### config.mk
export PLATFORM = sky130hd
export DESIGN_NAME = msx_wait_gen_flat
export DESIGN_NICKNAME = d
export VERILOG_FILES = /design/src/rtl/msx_wait_pkg.sv /design/src/rtl/msx_wait_gen_if.sv /design/src/rtl/msx_wait_iowin_match.sv /design/src/rtl/msx_wait_gen.sv /design/src/flat_wrapper.sv
export SDC_FILE = /design/constraint.sdc
export NUM_CORES = 1
export LEC_CHECK = 0
export BUFFER_PORTS_ARGS = -buffer_cell sky130_fd_sc_hd__buf_4
export CORE_ASPECT_RATIO = 1.5
export CORE_UTILIZATION = 24
export CTS_BUF_LIST = sky130_fd_sc_hd__clkbuf_4 sky130_fd_sc_hd__clkbuf_8
export CTS_CLUSTER_DIAMETER = 50
export DETAILED_ROUTE_END_ITERATION = 10
export MAX_ROUTING_LAYER = met4
export PLACE_DENSITY_LB_ADDON = 0.25
export SYNTH_ARGS = -nofsm -noshare
export SYNTH_HDL_FRONTEND = slang
export SYNTH_SLANG_ARGS = --single-unit
### constraint.sdc
create_clock -name clk21m -period 4.1 [get_ports clk21m]
set_input_delay 0.615 -clock clk21m [delete_from_list [all_inputs] [get_ports clk21m]]
set_output_delay 0.615 -clock clk21m [all_outputs]
set_load 0.1 [all_outputs]
### src/rtl/msx_wait_pkg.sv
// Shared types for the MSX Z80 wait-state generator.
//   wait_state_t : FSM states (idle, counting, external extension, hold-to-end-of-cycle)
//   cyc_typ_t    : bus cycle classification
//   iowin_cfg_t  : one I/O wait window (base port, compare mask, wait count, enable)
//   port_match() : masked 8-bit I/O port compare
package msx_wait_pkg;

  // Widest wait-count field an I/O window can carry; CNT_W must not exceed this.
  localparam int unsigned MaxCntW = 8;

  typedef enum logic [1:0] {
    StIdle,
    StCount,
    StExt,
    StHold
  } wait_state_t;

  typedef enum logic [1:0] {
    CycNone,
    CycFetch,
    CycMem,
    CycIo
  } cyc_typ_t;

  typedef struct packed {
    logic [7:0]         base;
    logic [7:0]         mask;
    logic [MaxCntW-1:0] waits;
    logic               en;
  } iowin_cfg_t;

  // A mask bit of 1 means that address bit takes part in the compare.
  function automatic logic port_match(input logic [7:0] addr, input logic [7:0] base,
                                      input logic [7:0] mask);
    return ((addr ^ base) & mask) == 8'h00;
  endfunction

endpackage

### src/rtl/msx_wait_gen_if.sv
// Z80 bus strobes seen by the wait generator, plus its WAIT_n/busy outputs.
//   master : CPU/bus side (drives strobes, address, external wait request)
//   slave  : wait generator (samples strobes, drives wait_n and busy)
interface msx_wait_gen_if;
  logic        m1_n;
  logic        mreq_n;
  logic        iorq_n;
  logic        rd_n;
  logic        wr_n;
  logic        rfrsh_n;
  logic [15:0] a;
  logic        exwait_n;
  logic        wait_n;
  logic        busy;

  modport master (
    output m1_n, mreq_n, iorq_n, rd_n, wr_n, rfrsh_n, a, exwait_n,
    input  wait_n, busy
  );

  modport slave (
    input  m1_n, mreq_n, iorq_n, rd_n, wr_n, rfrsh_n, a, exwait_n,
    output wait_n, busy
  );
endinterface

### src/rtl/msx_wait_iowin_match.sv
// Combinational I/O window matcher.
//   addr_i  : I/O port (a[7:0])
//   cfg_i   : N_IOWIN window configurations
//   hit_o   : some enabled window matches
//   waits_o : wait count of the lowest-index matching window (0 when no hit)
module msx_wait_iowin_match
  import msx_wait_pkg::*;
#(
  parameter int unsigned CNT_W   = 3,
  parameter int unsigned N_IOWIN = 4
) (
  input  logic [7:0]       addr_i,
  input  iowin_cfg_t       cfg_i [N_IOWIN],
  output logic             hit_o,
  output logic [CNT_W-1:0] waits_o
);

  // Scan from the top so the lowest matching index is the last to write.
  always_comb begin
    hit_o   = 1'b0;
    waits_o = '0;
    for (int i = int'(N_IOWIN) - 1; i >= 0; i--) begin
      if (cfg_i[i].en && port_match(addr_i, cfg_i[i].base, cfg_i[i].mask)) begin
        hit_o   = 1'b1;
        waits_o = cfg_i[i].waits[CNT_W-1:0];
      end
    end
  end

endmodule

### src/rtl/msx_wait_gen.sv
// Programmable Z80 wait-state generator for the MSX core.
//   clk21m, reset_n : system clock, synchronous active-low reset
//   ce_3m58_p       : CPU clock enable; the FSM advances only on it
//   bus             : strobes/address/exwait_n in, wait_n (registered) and busy out
//   m1_waits, mem_waits                    : waits for opcode fetch / other memory cycles
//   iowin_base/mask/waits/en (packed, N_IOWIN fields) : I/O wait windows
//   stats_cnt       : inserted wait ticks, saturating (built only with MSX_WAIT_STATS_EN,
//                     otherwise constant 0)
module msx_wait_gen
  import msx_wait_pkg::*;
#(
  parameter int unsigned CNT_W        = 3,
  parameter int unsigned N_IOWIN      = 4,
  parameter int unsigned M1_WAITS_RST = 1
) (
  input  logic                     clk21m,
  input  logic                     reset_n,
  input  logic                     ce_3m58_p,
  msx_wait_gen_if.slave            bus,
  input  logic [CNT_W-1:0]         m1_waits,
  input  logic [CNT_W-1:0]         mem_waits,
  input  logic [N_IOWIN*8-1:0]     iowin_base,
  input  logic [N_IOWIN*8-1:0]     iowin_mask,
  input  logic [N_IOWIN*CNT_W-1:0] iowin_waits,
  input  logic [N_IOWIN-1:0]       iowin_en,
  output logic [15:0]              stats_cnt
);

  if (CNT_W == 0 || CNT_W > MaxCntW) begin : g_bad_cnt_w
    $error("CNT_W out of range");
  end
  // M1_WAITS_RST is the value the config register feeding m1_waits resets to.
  if (M1_WAITS_RST >= (1 << CNT_W)) begin : g_bad_m1_rst
    $error("M1_WAITS_RST does not fit in CNT_W bits");
  end

  wait_state_t      state_q, state_d;
  logic [CNT_W-1:0] cnt_q, cnt_d;
  logic             wait_n_q, wait_n_d;

  logic             unused_addr_hi;
  assign unused_addr_hi = ^bus.a[15:8];

  // I/O window matching
  iowin_cfg_t       win_cfg [N_IOWIN];
  logic             win_hit;
  logic [CNT_W-1:0] win_waits;

  always_comb begin
    for (int unsigned i = 0; i < N_IOWIN; i++) begin
      win_cfg[i].base  = iowin_base[i*8 +: 8];
      win_cfg[i].mask  = iowin_mask[i*8 +: 8];
      win_cfg[i].waits = MaxCntW'(iowin_waits[i*CNT_W +: CNT_W]);
      win_cfg[i].en    = iowin_en[i];
    end
  end

  msx_wait_iowin_match #(
    .CNT_W  (CNT_W),
    .N_IOWIN(N_IOWIN)
  ) u_iowin_match (
    .addr_i (bus.a[7:0]),
    .cfg_i  (win_cfg),
    .hit_o  (win_hit),
    .waits_o(win_waits)
  );

  // Cycle classifier. Refresh and interrupt acknowledge are tested first so
  // they never fall into the memory/IO branches.
  cyc_typ_t         cyc_typ;
  logic             cyc_start;
  logic             rw_act;
  logic [CNT_W-1:0] cyc_waits;

  assign rw_act = ~bus.rd_n | ~bus.wr_n;

  always_comb begin
    cyc_typ   = CycNone;
    cyc_start = 1'b0;
    if (!bus.rfrsh_n || (!bus.iorq_n && !bus.m1_n)) begin
      cyc_start = 1'b1;
    end else if (!bus.mreq_n && !bus.m1_n) begin
      cyc_typ   = CycFetch;
      cyc_start = 1'b1;
    end else if (!bus.mreq_n && rw_act) begin
      cyc_typ   = CycMem;
      cyc_start = 1'b1;
    end else if (!bus.iorq_n && rw_act) begin
      cyc_typ   = CycIo;
      cyc_start = 1'b1;
    end

    unique case (cyc_typ)
      CycFetch: cyc_waits = m1_waits;
      CycMem:   cyc_waits = mem_waits;
      CycIo:    cyc_waits = win_hit ? win_waits : '0;
      default:  cyc_waits = '0;
    endcase
  end

  logic bus_idle;
  assign bus_idle = bus.mreq_n & bus.iorq_n;

  always_comb begin
    state_d  = state_q;
    cnt_d    = cnt_q;
    wait_n_d = wait_n_q;
    if (ce_3m58_p) begin
      unique case (state_q)
        StIdle: begin
          if (cyc_start) begin
            if (cyc_typ == CycNone) begin
              state_d = StHold;
            end else if (cyc_waits != '0) begin
              wait_n_d = 1'b0;
              cnt_d    = cyc_waits;
              state_d  = StCount;
            end else if (!bus.exwait_n) begin
              wait_n_d = 1'b0;
              state_d  = StExt;
            end else begin
              state_d = StHold;
            end
          end
        end
        StCount: begin
          if (bus_idle) begin
            wait_n_d = 1'b1;
            cnt_d    = '0;
            state_d  = StIdle;
          end else if (cnt_q == CNT_W'(1)) begin
            cnt_d = '0;
            // Going straight to EXT keeps wait_n low with no release glitch.
            if (!bus.exwait_n) begin
              state_d = StExt;
            end else begin
              wait_n_d = 1'b1;
              state_d  = StHold;
            end
          end else begin
            cnt_d = cnt_q - CNT_W'(1);
          end
        end
        StExt: begin
          if (bus_idle) begin
            wait_n_d = 1'b1;
            state_d  = StIdle;
          end else if (bus.exwait_n) begin
            wait_n_d = 1'b1;
            state_d  = StHold;
          end
        end
        StHold: begin
          if (bus_idle) state_d = StIdle;
        end
        default: begin
          wait_n_d = 1'b1;
          cnt_d    = '0;
          state_d  = StIdle;
        end
      endcase
    end
  end

  always_ff @(posedge clk21m) begin
    if (!reset_n) begin
      state_q  <= StIdle;
      cnt_q    <= '0;
      wait_n_q <= 1'b1;
    end else begin
      state_q  <= state_d;
      cnt_q    <= cnt_d;
      wait_n_q <= wait_n_d;
    end
  end

  assign bus.wait_n = wait_n_q;
  assign bus.busy   = (state_q != StIdle);

`ifdef MSX_WAIT_STATS_EN
  logic [15:0] stats_q, stats_d;

  always_comb begin
    stats_d = stats_q;
    if (ce_3m58_p && !wait_n_q && stats_q != 16'hFFFF) stats_d = stats_q + 16'd1;
  end

  always_ff @(posedge clk21m) begin
    if (!reset_n) stats_q <= '0;
    else          stats_q <= stats_d;
  end

  assign stats_cnt = stats_q;
`else
  assign stats_cnt = 16'h0000;
`endif

endmodule

### src/flat_wrapper.sv
// flat-port wrapper written by rule: the top's interface ports become plain ports
module msx_wait_gen_flat import msx_wait_pkg::*;
#(
  parameter int unsigned CNT_W        = 3,
  parameter int unsigned N_IOWIN      = 4,
  parameter int unsigned M1_WAITS_RST = 1
)
  (clk21m, reset_n, ce_3m58_p, m1_waits, mem_waits, iowin_base, iowin_mask, iowin_waits, iowin_en, stats_cnt, bus_m1_n, bus_mreq_n, bus_iorq_n, bus_rd_n, bus_wr_n, bus_rfrsh_n, bus_a, bus_exwait_n, bus_wait_n, bus_busy);
  msx_wait_gen_if bus_i ();
  input  logic clk21m;
  input  logic reset_n;
  input  logic ce_3m58_p;
  input  logic [CNT_W-1:0] m1_waits;
  input  logic [CNT_W-1:0] mem_waits;
  input  logic [N_IOWIN*8-1:0] iowin_base;
  input  logic [N_IOWIN*8-1:0] iowin_mask;
  input  logic [N_IOWIN*CNT_W-1:0] iowin_waits;
  input  logic [N_IOWIN-1:0] iowin_en;
  output logic [15:0] stats_cnt;
  input wire logic [$bits(bus_i.m1_n)-1:0] bus_m1_n;
  input wire logic [$bits(bus_i.mreq_n)-1:0] bus_mreq_n;
  input wire logic [$bits(bus_i.iorq_n)-1:0] bus_iorq_n;
  input wire logic [$bits(bus_i.rd_n)-1:0] bus_rd_n;
  input wire logic [$bits(bus_i.wr_n)-1:0] bus_wr_n;
  input wire logic [$bits(bus_i.rfrsh_n)-1:0] bus_rfrsh_n;
  input wire logic [$bits(bus_i.a)-1:0] bus_a;
  input wire logic [$bits(bus_i.exwait_n)-1:0] bus_exwait_n;
  output wire logic [$bits(bus_i.wait_n)-1:0] bus_wait_n;
  output wire logic [$bits(bus_i.busy)-1:0] bus_busy;
  assign bus_i.m1_n = bus_m1_n;
  assign bus_i.mreq_n = bus_mreq_n;
  assign bus_i.iorq_n = bus_iorq_n;
  assign bus_i.rd_n = bus_rd_n;
  assign bus_i.wr_n = bus_wr_n;
  assign bus_i.rfrsh_n = bus_rfrsh_n;
  assign bus_i.a = bus_a;
  assign bus_i.exwait_n = bus_exwait_n;
  assign bus_wait_n = bus_i.wait_n;
  assign bus_busy = bus_i.busy;
  msx_wait_gen #(.CNT_W(CNT_W), .N_IOWIN(N_IOWIN), .M1_WAITS_RST(M1_WAITS_RST)) u_core (.clk21m(clk21m), .reset_n(reset_n), .ce_3m58_p(ce_3m58_p), .bus(bus_i), .m1_waits(m1_waits), .mem_waits(mem_waits), .iowin_base(iowin_base), .iowin_mask(iowin_mask), .iowin_waits(iowin_waits), .iowin_en(iowin_en), .stats_cnt(stats_cnt));
endmodule
# --- After elaboration in Yosys (flattened, before gate mapping) ---
# Cells that the tools add are included.
totals:
  word_cells: 99
  reg_bits: 6
  inputBits: 112
op_classes:
  bitwise: 12
  addsub: 1
  n_reduce_logical: 26
  n_eq_ne: 14
  n_mux: 43
op_table:
  columns: ["cell", "n"]
  rows:
  - ["8-bit bitwise AND", 4]
  - ["8-bit zero test", 4]
  - ["8-bit bitwise XOR", 4]
  - ["3-bit 2-to-1 mux", 10]
  - ["2-bit 2-to-1 mux", 12]
  - ["1-bit 2-to-1 mux", 17]
  - ["5-bit AND reduction", 2]
  - ["3-bit one-hot mux with 3 select lines", 1]
  - ["2-bit equality test, second input constant", 4]
  - ["1-bit logical AND", 8]
  - ["2-bit one-hot mux with 4 select lines", 1]
  - ["2-bit by 1-bit != test with 1-bit output, second input constant", 3]
  - ["3-bit by 2-bit != test with 1-bit output, second input constant", 2]
  - ["3-bit one-hot mux with 2 select lines", 1]
  - ["6-bit AND reduction", 1]
  - ["3-bit nonzero test", 2]
  - ["2-bit by 1-bit equality test with 1-bit output, second input constant", 2]
  - ["1-bit zero test", 4]
  - ["2-bit zero test", 2]
  - ["2-bit nonzero test", 2]
  - ["3-bit by 1-bit equality test with 1-bit output, second input constant", 1]
  - ["3-bit by 1-bit != test with 1-bit output, second input constant", 1]
  - ["1-bit one-hot mux with 3 select lines", 1]
  - ["3-bit by 1-bit subtractor with 3-bit output, second input constant", 1]
  - ["5 further kinds", 6]

# --- Longest topological paths before layout ---
depth:
  depth_word: 15
  mapped_depth: 10

# --- By module ---
# From an unflattened synthesis, not the netlist that was laid out.
hier_totals:
  hier_cells: 187
  area_unflattened_um2: 1473.9
by_module_without_submodules:
  columns: ["module", "area_per_inst_um2", "cells_per_inst", "instances"]
  rows:
  - ["msx_wait_gen", 882.1, 113, 1]
  - ["msx_wait_iowin_match", 591.8, 74, 1]

# --- Worst setup path before layout ---
# No wires, ideal clock.
synth_timing:
  path_kind: "input port to flip-flop"
  startpoint: "in iowin_base[25]"
  endpoint: "reg u_core.wait_n_q (netlist: u_core.bus.wait_n)"
  path_slack_ns: 1.415
  path_stages: 9
  arrival_time_ns: 2.565
  required_time_ns: 3.980
  setup_ns: 0.120
  n_path_buf: 0
  cell_sequence: "xor2_1 a222oi_1 and4_4 o211a_1 a2111oi_2 o41ai_2 o41ai_2 a2111o_1 o31a_1"
synth_between:
  elab_chain_cells: 15
  elab_cells_between_ends: 21
  cone_classes: "eq/ne: 1; mux: 14; bitwise: 2; reduce/logical: 4"
synth_lines:
  columns: ["item", "line", "text"]
  rows:
  - ["from (decl)", "flat_wrapper.sv:15", "input logic [N_IOWIN*8-1:0] iowin_base;"]
  - ["8-bit bitwise XOR (*)", "msx_wait_pkg.sv:35", "return ((addr ^ base) & mask) == 8'h00;"]
  - ["8-bit bitwise AND (*)", "msx_wait_pkg.sv:35", null]
  - ["8-bit zero test (*)", "msx_wait_pkg.sv:35", null]
  - ["1-bit logical AND (*)", "msx_wait_iowin_match.sv:23", "if (cfg_i[i].en && port_match(addr_i, cfg_i[i].base, cfg_i[i].mask)) begin"]
  - ["3-bit 2-to-1 mux or 1-bit 2-to-1 mux (tied branches) (4 in series)", "msx_wait_iowin_match.sv:23", null]
  - ["3-bit 2-to-1 mux (*)", "msx_wait_gen.sv:96", "CycIo: cyc_waits = win_hit ? win_waits : '0;"]
  - ["3-bit one-hot mux with 3 select lines (*)", "msx_wait_gen.sv:93", "unique case (cyc_typ)"]
  - ["3-bit nonzero test (*)", "msx_wait_gen.sv:114", "end else if (cyc_waits != '0) begin"]
  - ["1-bit 2-to-1 mux", "msx_wait_gen.sv:114", null]
  - ["1-bit 2-to-1 mux", "msx_wait_gen.sv:112", "if (cyc_typ == CycNone) begin"]
  - ["1-bit 2-to-1 mux", "msx_wait_gen.sv:111", "if (cyc_start) begin"]
  - ["1-bit one-hot mux with 3 select lines", "msx_wait_gen.sv:109", "unique case (state_q)"]
  - ["to (signal assigned)", "msx_wait_gen.sv:173", "wait_n_q <= wait_n_d;"]
  - ["to (decl)", "msx_wait_gen.sv:39", "logic wait_n_q, wait_n_d;"]
# Mark *: on every way between the ends. The rest lies on a longest branch, timed or not. The select of a mux whose other input is x is not followed.
# A chain may end at the register's enable or synchronous reset.

# --- Final worst setup path ---
layout_timing:
  startpoint: "in bus_a[5]"
  endpoint: "reg u_core.state_q[0]"
layout_between:
  elab_chain_cells: 15
  elab_cells_between_ends: 31
  cone_classes: "mux: 14; bitwise: 8; reduce/logical: 9"
layout_lines:
  columns: ["item", "line", "text"]
  rows:
  - ["from (decl)", "flat_wrapper.sv:26", "input wire logic [$bits(bus_i.a)-1:0] bus_a;"]
  - ["8-bit bitwise XOR", "msx_wait_pkg.sv:35", null]
  - ["8-bit bitwise AND", "msx_wait_pkg.sv:35", null]
  - ["8-bit zero test", "msx_wait_pkg.sv:35", null]
  - ["1-bit logical AND", "msx_wait_iowin_match.sv:23", null]
  - ["3-bit 2-to-1 mux or 1-bit 2-to-1 mux (tied branches) (4 in series)", "msx_wait_iowin_match.sv:23", null]
  - ["3-bit 2-to-1 mux (*)", "msx_wait_gen.sv:96", null]
  - ["3-bit one-hot mux with 3 select lines (*)", "msx_wait_gen.sv:93", null]
  - ["3-bit nonzero test (*)", "msx_wait_gen.sv:114", null]
  - ["2-bit 2-to-1 mux (*)", "msx_wait_gen.sv:114", null]
  - ["2-bit 2-to-1 mux (*)", "msx_wait_gen.sv:112", null]
  - ["2-bit 2-to-1 mux (*)", "msx_wait_gen.sv:111", null]
  - ["2-bit one-hot mux with 4 select lines (*)", "msx_wait_gen.sv:109", null]
  - ["to (signal assigned)", "msx_wait_gen.sv:167", "state_q <= StIdle;"]
  - ["to (signal assigned)", "msx_wait_gen.sv:171", "state_q <= state_d;"]
  - ["to (decl)", "msx_wait_gen.sv:37", "wait_state_t state_q, state_d;"]
# Marked as above.

==> impl_results.md <==
* Critical path data required time at 4.21 ns
* Count of state elements after synthesis at 6
* Top cells by instance count after synthesis: sky130_fd_sc_hd__xor2_1 (32), sky130_fd_sc_hd__buf_4 (16), sky130_fd_sc_hd__nand2_1 (14), sky130_fd_sc_hd__a22oi_1 (11)
* Wire length of the first global-routing pass at 7.68 mm
* Ratio of total power to cell area at 215 mW/mm^2
* Maximum level of the CTS H-tree at 1
* Post-synthesis sequential area ratio at 0.0833
* Final setup TNS at 0 ns
* Post-synthesis cell type with the largest combined area: sky130_fd_sc_hd__xor2_1
* RSZ-0062 raised after global routing: false
* Clk slew on worst S/H paths at 0.03 ns
* Antenna-violating nets left at 0
* DR WL/cell at 14.7 um
* Critical-path cell list: buf_4 > xor2_1 > a222oi_1 > and4_1 > nor2b_2 > o41ai_2 > nor4b_1 > a31oi_1 > o21ba_1
* Syn Std Cell Area at 0.00144 sq mm
* Maximum clock skew at final layout at 0.00257 ns
* Port-buffer cells at 105
* Cell at the slowest stage of the critical path: sky130_fd_sc_hd__nor4b_1
* Measured slew at the worst slew-check pin at 0.605 ns
* Post-DP Area at 0.00224 sq mm
* Count of flip-flops with a built-in enable after synthesis at 0
* Ys Warns at 0
* Area of the core region at 0.00579 sq mm
* Type of the most critical hold path: reg -> reg
* Root Buffer: sky130_fd_sc_hd__clkbuf_8
* Fin crit share at 0.765
* Combinational group share of total power at 0.681
* Least setup slack across all paths after layout at 0.965 ns
* Number of antenna diodes at 0
* Total design power at 491 uW
* Fill count at 628
* Fraction of layout cells with a size suffix above 1 at 0.448
* Post-route cell area at 0.00228 sq mm
* Congestion Overflow GR at 0
* Part of the total power dissipated in the clock network at 0.177
* Max Transition Viols Final at 0
* Clock latency at the later pin of the worst-skew pair at 0.22 ns
* Growth of design area from synthesis to finish at 58.0%
* Die Outline Area at 0.00633 sq mm
* Number of antenna violations at the first check in global routing at 0
* Combined global-route utilization of all metal layers at 0.161
* Die height at 97.0 um
* Clock Path Buffers at 2
* Final wirelength at 5.18 mm
* Asr flop ratio synth at 0
* Fraction of synthesized cell area taken by the top area cell type at 0.194
* Total half-perimeter wirelength after legalization and detailed placement at 4.59 mm
* DIE WIDTH at 65.3 um
* Launch point of the worst reg-to-reg path: u_core.state_q[1]
* Worst max-slew margin expressed relative to the limit at 0.591
* Gpl congestion at 0.839
* Vias after detailed routing at 1,673
* Most frequent cell after synthesis: sky130_fd_sc_hd__xor2_1
* Most common flop cell mapped by yosys: sky130_fd_sc_hd__dfxtp_1
* Crit path launch type: input pin
* Maximum number of pins on one net before global-route repair at 9
* Run status: finished, final reports clean
* Hold path startpoint: u_core.bus.wait_n
* Number of remaining DRC errors at 0
* Internal Pwr Total at 261 uW
* Crit end category: register
* Setup WS pre-CTS at 0.774 ns
* Startpoint of the most critical setup path: bus_a[5]
* Via count of the first global-routing pass at 1,631
* Initial core utilization at 0.249
* Average vias per placed instance at 4.74
* Static Leak at 0.00114 uW
* Num CTS Buffers at 3
* Highest net fanout along the worst path at 8
* Cell types occupying the most area after synthesis: sky130_fd_sc_hd__xor2_1 (19%), sky130_fd_sc_hd__dfxtp_1 (8.3%), sky130_fd_sc_hd__buf_4 (8.3%)
* Rows at 34
* P_sw at 230 uW
* Resized Gates After CTS at 0
* Worst VDD drop at 213 uV
* # Max-Cap Violations at 0
* Final critical delay including setup and external delays at 3.14 ns
* Share of total power in sequential cells at 0.143
* TritonCTS clock tree: done
* Final net count at 402
* Top achievable clock speed at 0.319 GHz
* First-pass iteration count of the detailed router at 4
* Classification of the worst setup path: in -> reg
* Distinct cell type count after synthesis at 50
* Number of buffers inserted by hold repair at cts at 0
* Switching power as a share of total power at 0.469
* Fin. Hold Viols at 0
* Mean instance size in the synthesized netlist at 8.15 sq um
* Boundary Pins at 130
* Clock Sink Count at 6
* Peak per-stage delay on the critical path at 0.58 ns
* DRC violation total after the first TritonRoute iteration at 29
* Buffers inserted by post-CTS timing repair at 0
* Gate Count Post-Synth at 177
* Data arrival time at the worst-slack endpoint at 3.24 ns
* Setup violation total in the final timing report at 0
worst max-delay path, delay by kind of cell:
family / cells / cell delay, ns
XOR/XNOR: 1 / 0.19
AO/OA/AOI/OAI: 4 / 0.94
buffers and inverters: 1 / 0.14
AND/OR/NAND/NOR: 3 / 1.37
per-stage QoR:
stage / hold WS (ns) / std cells / util
floorplan: 0.462 / 192 / -
global placement: 0.481 / 350 / 0.387
detailed placement: 0.474 / 350 / 0.387
CTS: 0.484 / 353 / 0.394
global route: 0.506 / 353 / 0.394
finish: 0.478 / 353 / 0.394
layout by cell type, fill, tap and decap left out, types with 2 or more instances in the layout:
cell type,instances
sky130_fd_sc_hd__nor2_1,10
sky130_fd_sc_hd__a21oi_1,6
sky130_fd_sc_hd__nand2_1,14
sky130_fd_sc_hd__conb_1,16
sky130_fd_sc_hd__and3_4,2
sky130_fd_sc_hd__a21boi_0,2
sky130_fd_sc_hd__o21a_1,2
sky130_fd_sc_hd__a221oi_2,2
sky130_fd_sc_hd__xor2_1,32
sky130_fd_sc_hd__clkbuf_8,3
sky130_fd_sc_hd__o21ai_0,3
sky130_fd_sc_hd__ha_1,7
sky130_fd_sc_hd__a22oi_2,2
sky130_fd_sc_hd__a31oi_1,2
sky130_fd_sc_hd__dfxtp_1,6
sky130_fd_sc_hd__o22a_1,2
sky130_fd_sc_hd__nand2_2,2
sky130_fd_sc_hd__a211oi_1,3
sky130_fd_sc_hd__o211a_1,6
sky130_fd_sc_hd__a22oi_1,11
sky130_fd_sc_hd__a222oi_1,2
sky130_fd_sc_hd__buf_4,105
sky130_fd_sc_hd__inv_1,10
sky130_fd_sc_hd__nor3b_1,2
sky130_fd_sc_hd__o41ai_2,2
sky130_fd_sc_hd__nor3_1,4
routing by layer:
| metal | up-vias | global-route usage | routed length [um] |
|---|---|---|---|
| li1 | 834 | - | - |
| met1 | 742 | 0.147 | 1690 |
| met2 | 95 | 0.326 | 2930 |
| met3 | 2 | 0.0401 | 535 |
| met4 | 0 | 0.0167 | 27 |
| met5 | - | - | 0 |
kinds of logic after synthesis:
group / Yosys count / synth area share
xor gates and xnor gates: 32 / 0.194
other: 1 / 0.00260
AOI/OAI and AO/OA: 56 / 0.356
muxes: 1 / 0.00694
DFF: 6 / 0.0833
adders and majority gates: 7 / 0.0607
and+or+nand+nor: 45 / 0.174
buffers and inverters: 29 / 0.122
sequential cells by signal, summed over array words and instances (netlist names):
| signal | count |
|---|---|
| u_core.state_q | 2 |
| u_core.cnt_q | 3 |
| u_core.bus.wait_n | 1 |
path summary, 6_finish.rpt:
path / depth (start not counted) / slack (ns) / to
worst max-delay path: 9 / 0.96 / u_core.state_q[0]
worst min-delay path: 1 / 0.48 / u_core.bus.wait_n
worst max register to register: 7 / 2.28 / u_core.state_q[1]
worst min register to register: 1 / 0.48 / u_core.bus.wait_n
final cells by class:
cell class | count | area [sq um] | share of cell area
inverters | 10 | 37.5 | 0.0165
repair buffers | 105 | 788 | 0.346
clock buffers | 3 | 41.3 | 0.0181
well taps | 72 | 90.1 | 0.0395
multi-input cells | 157 | 1200 | 0.527
flip-flops and latches | 6 | 120 | 0.0527
power groups by stage:
stage | Sequential [uW] | Clock (uW) | Combinational (uW)
after floorplan | 82.3 | 0 | 212
after global placement | 70.8 | 0 | 331
after detailed placement | 70.8 | 0 | 334
after CTS | 70.0 | 88.7 | 336
after global routing | 71.2 | 92.4 | 357
final | 70.0 | 86.6 | 334
Note: power is estimated with default switching activity, not from simulation.
